`src/rtl/csram_sweep_pkg.sv`:
```
// Shared types and defaults for the CSRAM sweep controller.
// CSRAM_SWEEP_SKIP_UNCHANGED_EN (optional) skips write-back of unchanged potentials.
package csram_sweep_pkg;

    localparam int DEF_NUM_NEURONS = 256;
    localparam int DEF_WIDTH       = 367;
    localparam int DEF_WRITE_INDEX = 102;
    localparam int DEF_WRITE_WIDTH = 9;

    typedef enum logic [2:0] {
        S_IDLE,
        S_FETCH,
        S_CAPTURE,
        S_OFFER,
        S_WAIT_POT,
        S_WRITE,
        S_DONE
    } sweep_state_t;

    function automatic logic [DEF_WIDTH-1:0] merge_potential(
        input logic [DEF_WIDTH-1:0]       word,
        input logic [DEF_WRITE_WIDTH-1:0] pot
    );
        logic [DEF_WIDTH-1:0] merged;
        merged = word;
        merged[DEF_WRITE_INDEX +: DEF_WRITE_WIDTH] = pot;
        return merged;
    endfunction

endpackage

```
`src/rtl/csram_field_merge.sv`:
```
// Combinational insert of the potential field into a CSRAM word.
// No configuration macros.
module csram_field_merge
    import csram_sweep_pkg::*;
#(
    parameter int WIDTH       = DEF_WIDTH,
    parameter int WRITE_INDEX = DEF_WRITE_INDEX,
    parameter int WRITE_WIDTH = DEF_WRITE_WIDTH
) (
    input  logic [WIDTH-1:0]       word,
    input  logic [WRITE_WIDTH-1:0] pot,
    output logic [WIDTH-1:0]       merged
);

    always_comb begin
        merged = word;
        merged[WRITE_INDEX +: WRITE_WIDTH] = pot;
    end

endmodule

```
`src/rtl/csram_sweep_controller.sv`:
```
// Per-tick CSRAM read-modify-write sweep feeding the neuron update unit.
// CSRAM_SWEEP_SKIP_UNCHANGED_EN: skip WRITE when the potential is unchanged.
module csram_sweep_controller
    import csram_sweep_pkg::*;
#(
    parameter int NUM_NEURONS = DEF_NUM_NEURONS,
    parameter int WIDTH       = DEF_WIDTH,
    parameter int WRITE_INDEX = DEF_WRITE_INDEX,
    parameter int WRITE_WIDTH = DEF_WRITE_WIDTH,
    localparam int AW         = $clog2(NUM_NEURONS)
) (
    input  logic                   clk,
    input  logic                   rst_n,
    input  logic                   tick,
    output logic                   csram_wen,
    output logic [AW-1:0]          csram_address,
    output logic [WIDTH-1:0]       csram_data_in,
    input  logic [WIDTH-1:0]       csram_data_out,
    output logic                   param_valid,
    input  logic                   param_ready,
    output logic [WIDTH-1:0]       param_word,
    output logic [AW-1:0]          param_index,
    input  logic                   pot_valid,
    input  logic [WRITE_WIDTH-1:0] pot_in,
    output logic                   busy,
    output logic                   sweep_done,
    output logic                   tick_overrun
);

    sweep_state_t           state;
    sweep_state_t           state_next;
    logic [AW-1:0]          idx;
    logic [WIDTH-1:0]       word_q;
    logic [WRITE_WIDTH-1:0] pot_q;
    logic                   last;
    logic                   skip;

    assign last = (idx == AW'(NUM_NEURONS - 1));

`ifdef CSRAM_SWEEP_SKIP_UNCHANGED_EN
    assign skip = (pot_in == word_q[WRITE_INDEX +: WRITE_WIDTH]);
`else
    assign skip = 1'b0;
`endif

    always_ff @(posedge clk) begin
        if (!rst_n) begin
            state <= S_IDLE;
        end else begin
            state <= state_next;
        end
    end

    always_comb begin
        state_next = state;
        unique case (state)
            S_IDLE:     if (tick) state_next = S_FETCH;
            S_FETCH:    state_next = S_CAPTURE;
            S_CAPTURE:  state_next = S_OFFER;
            S_OFFER:    if (param_ready) state_next = S_WAIT_POT;
            S_WAIT_POT: begin
                if (pot_valid) begin
                    if (!skip)     state_next = S_WRITE;
                    else if (last) state_next = S_DONE;
                    else           state_next = S_FETCH;
                end
            end
            S_WRITE:    state_next = last ? S_DONE : S_FETCH;
            S_DONE:     state_next = S_IDLE;
            default:    state_next = S_IDLE;
        endcase
    end

    always_comb begin
        csram_wen   = (state == S_WRITE);
        param_valid = (state == S_OFFER);
        busy        = (state != S_IDLE);
        sweep_done  = (state == S_DONE);
    end

    // Datapath: idx counter, fetched word, sampled potential, overrun flag.
    always_ff @(posedge clk) begin
        if (!rst_n) begin
            idx          <= '0;
            word_q       <= '0;
            param_index  <= '0;
            pot_q        <= '0;
            tick_overrun <= 1'b0;
        end else begin
            if (tick && state != S_IDLE) tick_overrun <= 1'b1;
            unique case (state)
                S_IDLE: if (tick) idx <= '0;
                S_CAPTURE: begin
                    word_q      <= csram_data_out;
                    param_index <= idx;
                end
                S_WAIT_POT: begin
                    if (pot_valid) begin
                        pot_q <= pot_in;
                        if (skip && !last) idx <= idx + AW'(1);
                    end
                end
                S_WRITE: if (!last) idx <= idx + AW'(1);
                default: ;
            endcase
        end
    end

    assign csram_address = idx;
    assign param_word    = word_q;

    csram_field_merge #(
        .WIDTH       (WIDTH),
        .WRITE_INDEX (WRITE_INDEX),
        .WRITE_WIDTH (WRITE_WIDTH)
    ) u_merge (
        .word   (word_q),
        .pot    (pot_q),
        .merged (csram_data_in)
    );

endmodule

```
`config.mk`:
```
export PLATFORM = sky130hd
export DESIGN_NAME = csram_sweep_controller
export DESIGN_NICKNAME = d
export VERILOG_FILES = /design/src/rtl/csram_sweep_pkg.sv /design/src/rtl/csram_field_merge.sv /design/src/rtl/csram_sweep_controller.sv
export SDC_FILE = /design/constraint.sdc
export NUM_CORES = 1
export LEC_CHECK = 0
export BUFFER_PORTS_ARGS = -buffer_cell sky130_fd_sc_hd__buf_2
export CAP_MARGIN = 5
export CORE_AREA = 2 2 446 448
export CTS_CLUSTER_DIAMETER = 40
export DETAILED_ROUTE_END_ITERATION = 8
export DIE_AREA = 0 0 448 450
export HOLD_SLACK_MARGIN = 0.06
export PLACE_DENSITY_LB_ADDON = 0.08
export SYNTH_ARGS = -nofsm -noshare
export SYNTH_HDL_FRONTEND = slang
export SYNTH_SLANG_ARGS = --single-unit
```
`constraint.sdc`:
```
create_clock -name clk -period 1.53 [get_ports clk]
set_clock_uncertainty 0.2 [all_clocks]
set_input_delay 0.306 -clock clk [delete_from_list [all_inputs] [get_ports clk]]
set_output_delay 0.306 -clock clk [all_outputs]
set_load 0.1 [all_outputs]
```
==> results.cfg, run 1 <==
[run_status]
status = finished with violations
violations = setup timing

[pwr]
p_sw_mw = 24.20
p_clk_share_pct = 41.6
p_leak_nw = 19.65
p_total_mw = 62.05
p_per_area_nw_per_um2 = 1239
irDropWorstVdd_mv = 0.8113
seqPwrFrac_pct = 20.3
switching_share_pct = 39.00
p_int_mw = 37.85
p_comb_share_pct = 38.1

[routing]
viasPerCell = 3.121
num_vias = 19800
totalWireLength_mm = 144.0
drt-initial-drc-count = 488
ant_nets = 0
drtPass1Iterations = 5
wl_per_cell_um = 22.70
remaining_drc_errors = 0

[cts]
clock_latency_ps = 740
cts_made_buffers = 139
htreeDepth = 4
cts.sinks = 396
clk_pin_slew_ps = 40
cts_root_buf = clkbuf_16
cts_tree = yes
cts_buffer_depth = 3

[logic_synthesis]
syn_inst = 2104
synth.top_cell.area_share_pct = 45.52
ys_warn_count = 0
synth_area_um2 = 17410
synthTopCellsByArea = dfxtp_1, nand2_1, buf_4, a21boi_1, buf_2
synth-compound-area-share_pct = 17.34
synth_area_per_cell_um2 = 8.277
ys_seq_area_share_pct = 45.52
synthMuxAreaShare_pct = 0.05748
syn_nets = 2486
ys_ff_latch = 396
async_reset_ff_share_pct = 0
synth_cell_types = 39
yosys.area_share.adder_pct = 0.07185
yosysTopAreaCell = dfxtp_1
synth_edf_count = 0
synth.most_common_cell = nand2_1
synth-simple-area-share_pct = 17.85
synth_common_cells = nand2_1, dfxtp_1, buf_4
synthFlopType = dfxtp_1
synth_xor_area_share_pct = 0.2515
synth_top_family_by_area = buffers and inverters

[die]
design.core.area_um2 = 196600
ios = 1136
die_area_um2 = 201600
die_x_um = 448
die_h_um = 450
start_util_pct = 8.858
row_count = 163

[final_layout]
layoutNonFillerInstCount = 6343
drive_gt1_share_pct = 60.11
n_fill_cell = 20870
areaGrowthSynthToFinish_pct = 187.7
stdcell_area_um2 = 50090
final_util_pct = 25.48
nNetsFinal = 3974

[min_path]
min-delay-path-class = primary input to flop
holdPathEnd = param_word[286]
min-delay-start = csram_data_out[286]
hold_depth = 4

[timing]
timing.fmax_mhz = 422.4
whs_ps = 149.8
slew_viol_final = 0
finalCriticalPeriod_ps = 2368
finalHoldViolCount = 0
finalCritPeriodShare_pct = 154.7
relSlewSlack_pct = 77.70
setup_tns_ps = -372110
worst_slack_ps = -837.6
worst_pin_slew_ps = 334.4
finalSetupViolations = 1149
rsz0062_at_grt = true

[critical_path]
reg2reg_depth = 9
r2r_start = state[0]
worstPathArrival_ps = 1860
critical_path.top_delay_family = buffers and inverters
reg2reg_slack_ps = -540
r2r-end = param_word[159]
crit_type = flop to primary output
path_buf_inv = 3
cpMostUsedCell = buf_6
max_stage_delay_ps = 380
cpMaxStageDelayCell = or3_4
path_cells = buf_6, buf_6, or3_4, buf_12
start_kind = flop
end_kind = primary output
worstPathMaxFanout = 2
cp_data_required_time_ps = 1020

[placed_design]
io_buffer_count = 1135
dp_cells = 5499
gp_congestion = 0.7823
dp_hpwl_mm = 109.1
pre_cts_slack_ps = -543.6
place_area_um2 = 37240

[grt]
grt_pass1_vias = 20920
grt_overflow = 0
gr-usage-all-layers_pct = 13.72
grt_first_pass_wirelength_mm = 187.6
grt_max_degree = 50
antenna_found_initial = 7

[run]
drv_cap = 0
==> tightest hold or removal path, stage by stage <==
cell           delay [ps]
dlygate4sd3_1         540
buf_2                 120
nand2_1                50
a21boi_1               50
==> repair_timing <==
| item | in CTS | in global routing |
|---|---|---|
| hold endpoints to repair | 396 | 0 |
| cloned | 48 | 25 |
| pin swaps | 37 | 87 |
| endpoints found under the setup margin | 1140 | 1151 |
| buffers inserted | 70 | 28 |
| hold buffers | 438 | 0 |
| gates resized for setup | 229 | 295 |
==> layout by cell type (no fill, tap or decap), types with 4 or more instances in the layout <==
cell	Yosys	final
buf_6	0	34
dfxtp_1	396	24
buf_16	0	57
a21boi_0	35	12
buf_12	0	818
buf_4	358	69
a21boi_2	0	47
nand2_1	774	571
clkbuf_8	0	6
clkinv_2	0	26
buf_8	0	18
dlygate4sd3_1	0	438
nand3_1	8	7
nand2_2	0	147
clkbuf_16	0	164
dfxtp_4	0	369
a21boi_1	351	327
nor2_1	8	7
bufinv_16	0	4
clkinv_1	0	29
clkbuf_1	51	33
buf_2	81	379
nand2_4	0	56
inv_6	0	5
==> how the worst max path moves through the flow <==
| stage | depth (start not counted) | slack, ps | from | end |
|---|---|---|---|---|
| floorplan | 5 | -350 | state[1] | csram_address[6] |
| global placement | 6 | -520 | state[0] | param_word[292] |
| detailed placement | 6 | -540 | state[0] | param_word[295] |
| CTS | 4 | -990 | state[0] | busy |
| global route | 4 | -940 | state[0] | busy |
| finish | 4 | -840 | state[0] | busy |
==> routing by layer <==
metal,vias to the layer above,GRT usage [%],part of all wire (%)
met3,146,4.250,6.4
met5,-,0,0.0076
met2,599,24.86,53
li1,9541,-,-
met4,2,3.451,1.9
met1,9507,15.40,39
==> power groups by stage <==
stage	clock network, mW	logic, mW	registers, mW
after global routing	27.4	24.4	12.7
after floorplan	0	7.87	16.6
after CTS	26.8	23.1	12.6
after global placement	0	20.1	12.7
after detailed placement	0	20.0	12.7
final	25.8	23.7	12.6
==> sequential cells by signal, indices dropped and copies added, names as in the netlist <==
name	cells
csram_address	8
param_index	8
param_word	367
state	3
tick_overrun	1
pot_q	9
==> final cells by class <==
type	count	area, µm²	share of cell area, %
Clock buffer	181	3760	7.506
Multi-Input combinational cell	1216	7223	14.42
Clock inverter	68	459.2	0.9167
Sequential cell	396	9316	18.60
Tap cell	2640	3303	6.594
Timing Repair Buffer	1837	26010	51.93
Antenna cell	3	7.507	0.01499
Inverter	2	11.26	0.02248
==> cells by family (layout without fill, tap and decap cells) <==
| kind of cell | count (synthesis) | in the layout |
|---|---|---|
| AND/OR/NAND/NOR | 808 | 808 |
| flip-flops | 396 | 396 |
| other | 0 | 3 |
| XOR/XNOR | 5 | 5 |
| adder cells (fa/ha/maj) | 1 | 1 |
| multiplexers | 1 | 1 |
| buffers and inverters | 492 | 2088 |
| AO/OA/AOI/OAI | 401 | 401 |
No activity file was read; power rests on OpenSTA's default activity.
==> run 2: changes to the inputs <==
Settings changed: CORE_AREA 2 2 446 448 to 2 2 440 442, DIE_AREA 0 0 448 450 to 0 0 442 444.
Clock period 1.53 ns to 2.66 ns, I/O delays scaled along.
==> run 2 against run 1 <==
The flow now finishes without violations. Power fell by 50%. First-iteration DRC count grew 31%. Setup slack improved by 940 ps. Sequential power shrank 46%. Critical endpoint is now param_word[304]. Largest power group unchanged. Sequential cell count is the same. Non-clock buffer count down 236. Via count down 7.3%. Critical path type unchanged. Sequential share of layout area is 6.0 points higher. Routed wire length decreased by 21%. Global-route usage decreased by 2.4 points.
==> results.cfg, run 2 (synthesis results as in run 1) <==
[pwr]
p_per_area_nw_per_um2 = 967.9
p_leak_nw = 14.84
irDropWorstVdd_mv = 0.4054

[cts]
cts.sinks = 396
clk_pin_slew_ps = 40
htreeDepth = 4
clock_latency_ps = 740
cts_buffer_depth = 3
cts_made_buffers = 132
cts_tree = yes
cts_root_buf = clkbuf_16

[final_layout]
areaGrowthSynthToFinish_pct = 85.07
drive_gt1_share_pct = 40.99
layout_common_cells = buf_2, nand2_1, dlygate4sd3_1
layout_commonest_cell = buf_2
stdcell_area_um2 = 32230
nNetsFinal = 3731
largest_reg_flops = 367

[routing]
num_vias = 18360
met1_length_mm = 47.97
route.met2.wl_mm = 54.92
routed.top_layer = met4
drt-initial-drc-count = 637
wl_per_cell_um = 19.06
wl_met3_mm = 8.078
viasPerCell = 3.070
ant_nets = 0
totalWireLength_mm = 114.0
remaining_drc_errors = 0
drtPass1Iterations = 4

[critical_path]
worstPathArrival_ps = 1820
max_stage_delay_ps = 560
worstPathMaxFanout = 3
r2r_start = state[0]
start_kind = flop
cp_data_required_time_ps = 1930
crit_type = flop to primary output
path_buf_inv = 1
end_kind = primary output
cpMaxStageDelayCell = dfxtp_1
reg2reg_slack_ps = 110
reg2reg_depth = 7
critical_path.top_delay_family = flip-flops
r2r-end = param_word[290]
path_cells = buf_2

[placed_design]
dp_hpwl_mm = 90.63
place_area_um2 = 23670
gp_congestion = 0.8855
pre_cts_slack_ps = 480.7
io_buffer_count = 1135

[timing]
worst_pin_slew_ps = 703.8
timing.fmax_mhz = 391.6
finalSetupViolations = 0
finalCriticalPeriod_ps = 2554
finalHoldViolCount = 0
finalCritPeriodShare_pct = 96.00
relSlewSlack_pct = 53.40
rsz0062_at_grt = false
setup_tns_ps = 0
slew_viol_final = 0
worst_slack_ps = 106.4
whs_ps = 246.8

[die]
die_area_um2 = 196200
die_h_um = 444
start_util_pct = 9.090
row_count = 161
die_x_um = 442
ios = 1136
design.core.area_um2 = 191600

[run]
drv_cap = 0

[grt]
gr-usage-all-layers_pct = 11.29
grt_max_degree = 62
grt_first_pass_wirelength_mm = 155.6
antenna_found_initial = 7
grt_pass1_vias = 19320
grt_overflow = 0

[min_path]
hold_depth = 2
holdPathEnd = param_word[107]
min-delay-path-class = flop to flop
min-delay-start = param_word[107]

[run_status]
status = complete, no violations
[run 2: cell types whose count changed in the layout (fill, tap and decap cells not counted), sizes merged, moves of 2 or more]
cell	before	now
buf	1375	1197
clkinv	58	20
dlygate4sd3	438	404
clkbuf	203	207
bufbuf	2	0
bufinv	4	2
clkinvlp	2	0
inv	6	8
[run 2: report_power, final]
part / switching (mW) / internal (mW) / total (mW)
clock network: 4.70 / 10.5 / 15.2
logic: 7.47 / 1.64 / 9.10
registers: 0.466 / 6.38 / 6.85
[run 2: timing repair]
item                                    4_1_cts  5_1_grt
buffers inserted                              6        0
gates resized for setup                      18        1
hold buffers                                404        0
endpoints found under the hold margin       383        0
pin swaps                                     2        0
endpoints found under the setup margin       14        1
[run 2: through the flow]
stage               instances  util (%)  total power, mW
global route             5977     16.82            32.50
floorplan                2104         -            14.04
global placement         5331     12.36            15.65
CTS                      5976     16.82            31.92
detailed placement       5331     12.36            15.62
finish                   5980     16.82            31.19
[run 2: final cells by class]
cell class                      count  area, µm²
Clock inverter                     28      355.3
Clock buffer                      207       4058
Fill cell                       21830     159300
Tap cell                         2526       3161
Timing Repair Buffer             1601      10490
Inverter                            2      7.507
Antenna cell                        4      10.01
Sequential cell                   396       7938
Multi-Input combinational cell   1216       6211
[run 2: layer usage]
metal / up-vias / global-route usage (%)
met2: 633 / 18.90
met5: - / 0
met1: 8650 / 13.34
li1: 8930 / -
met3: 143 / 3.975
met4: 0 / 3.758
[run 2: worst max path at each step]
stage	slack [ps]	endpoint	depth (start not counted)	startpoint
final	110	param_word[304]	1	param_word[304]
after detailed placement	480	param_word[364]	5	state[1]
after global routing	9	param_word[264]	1	param_word[264]
after floorplan	290	csram_address[6]	5	csram_address[0]
after CTS	2	busy	3	state[2]
after global placement	470	param_index[5]	5	state[1]
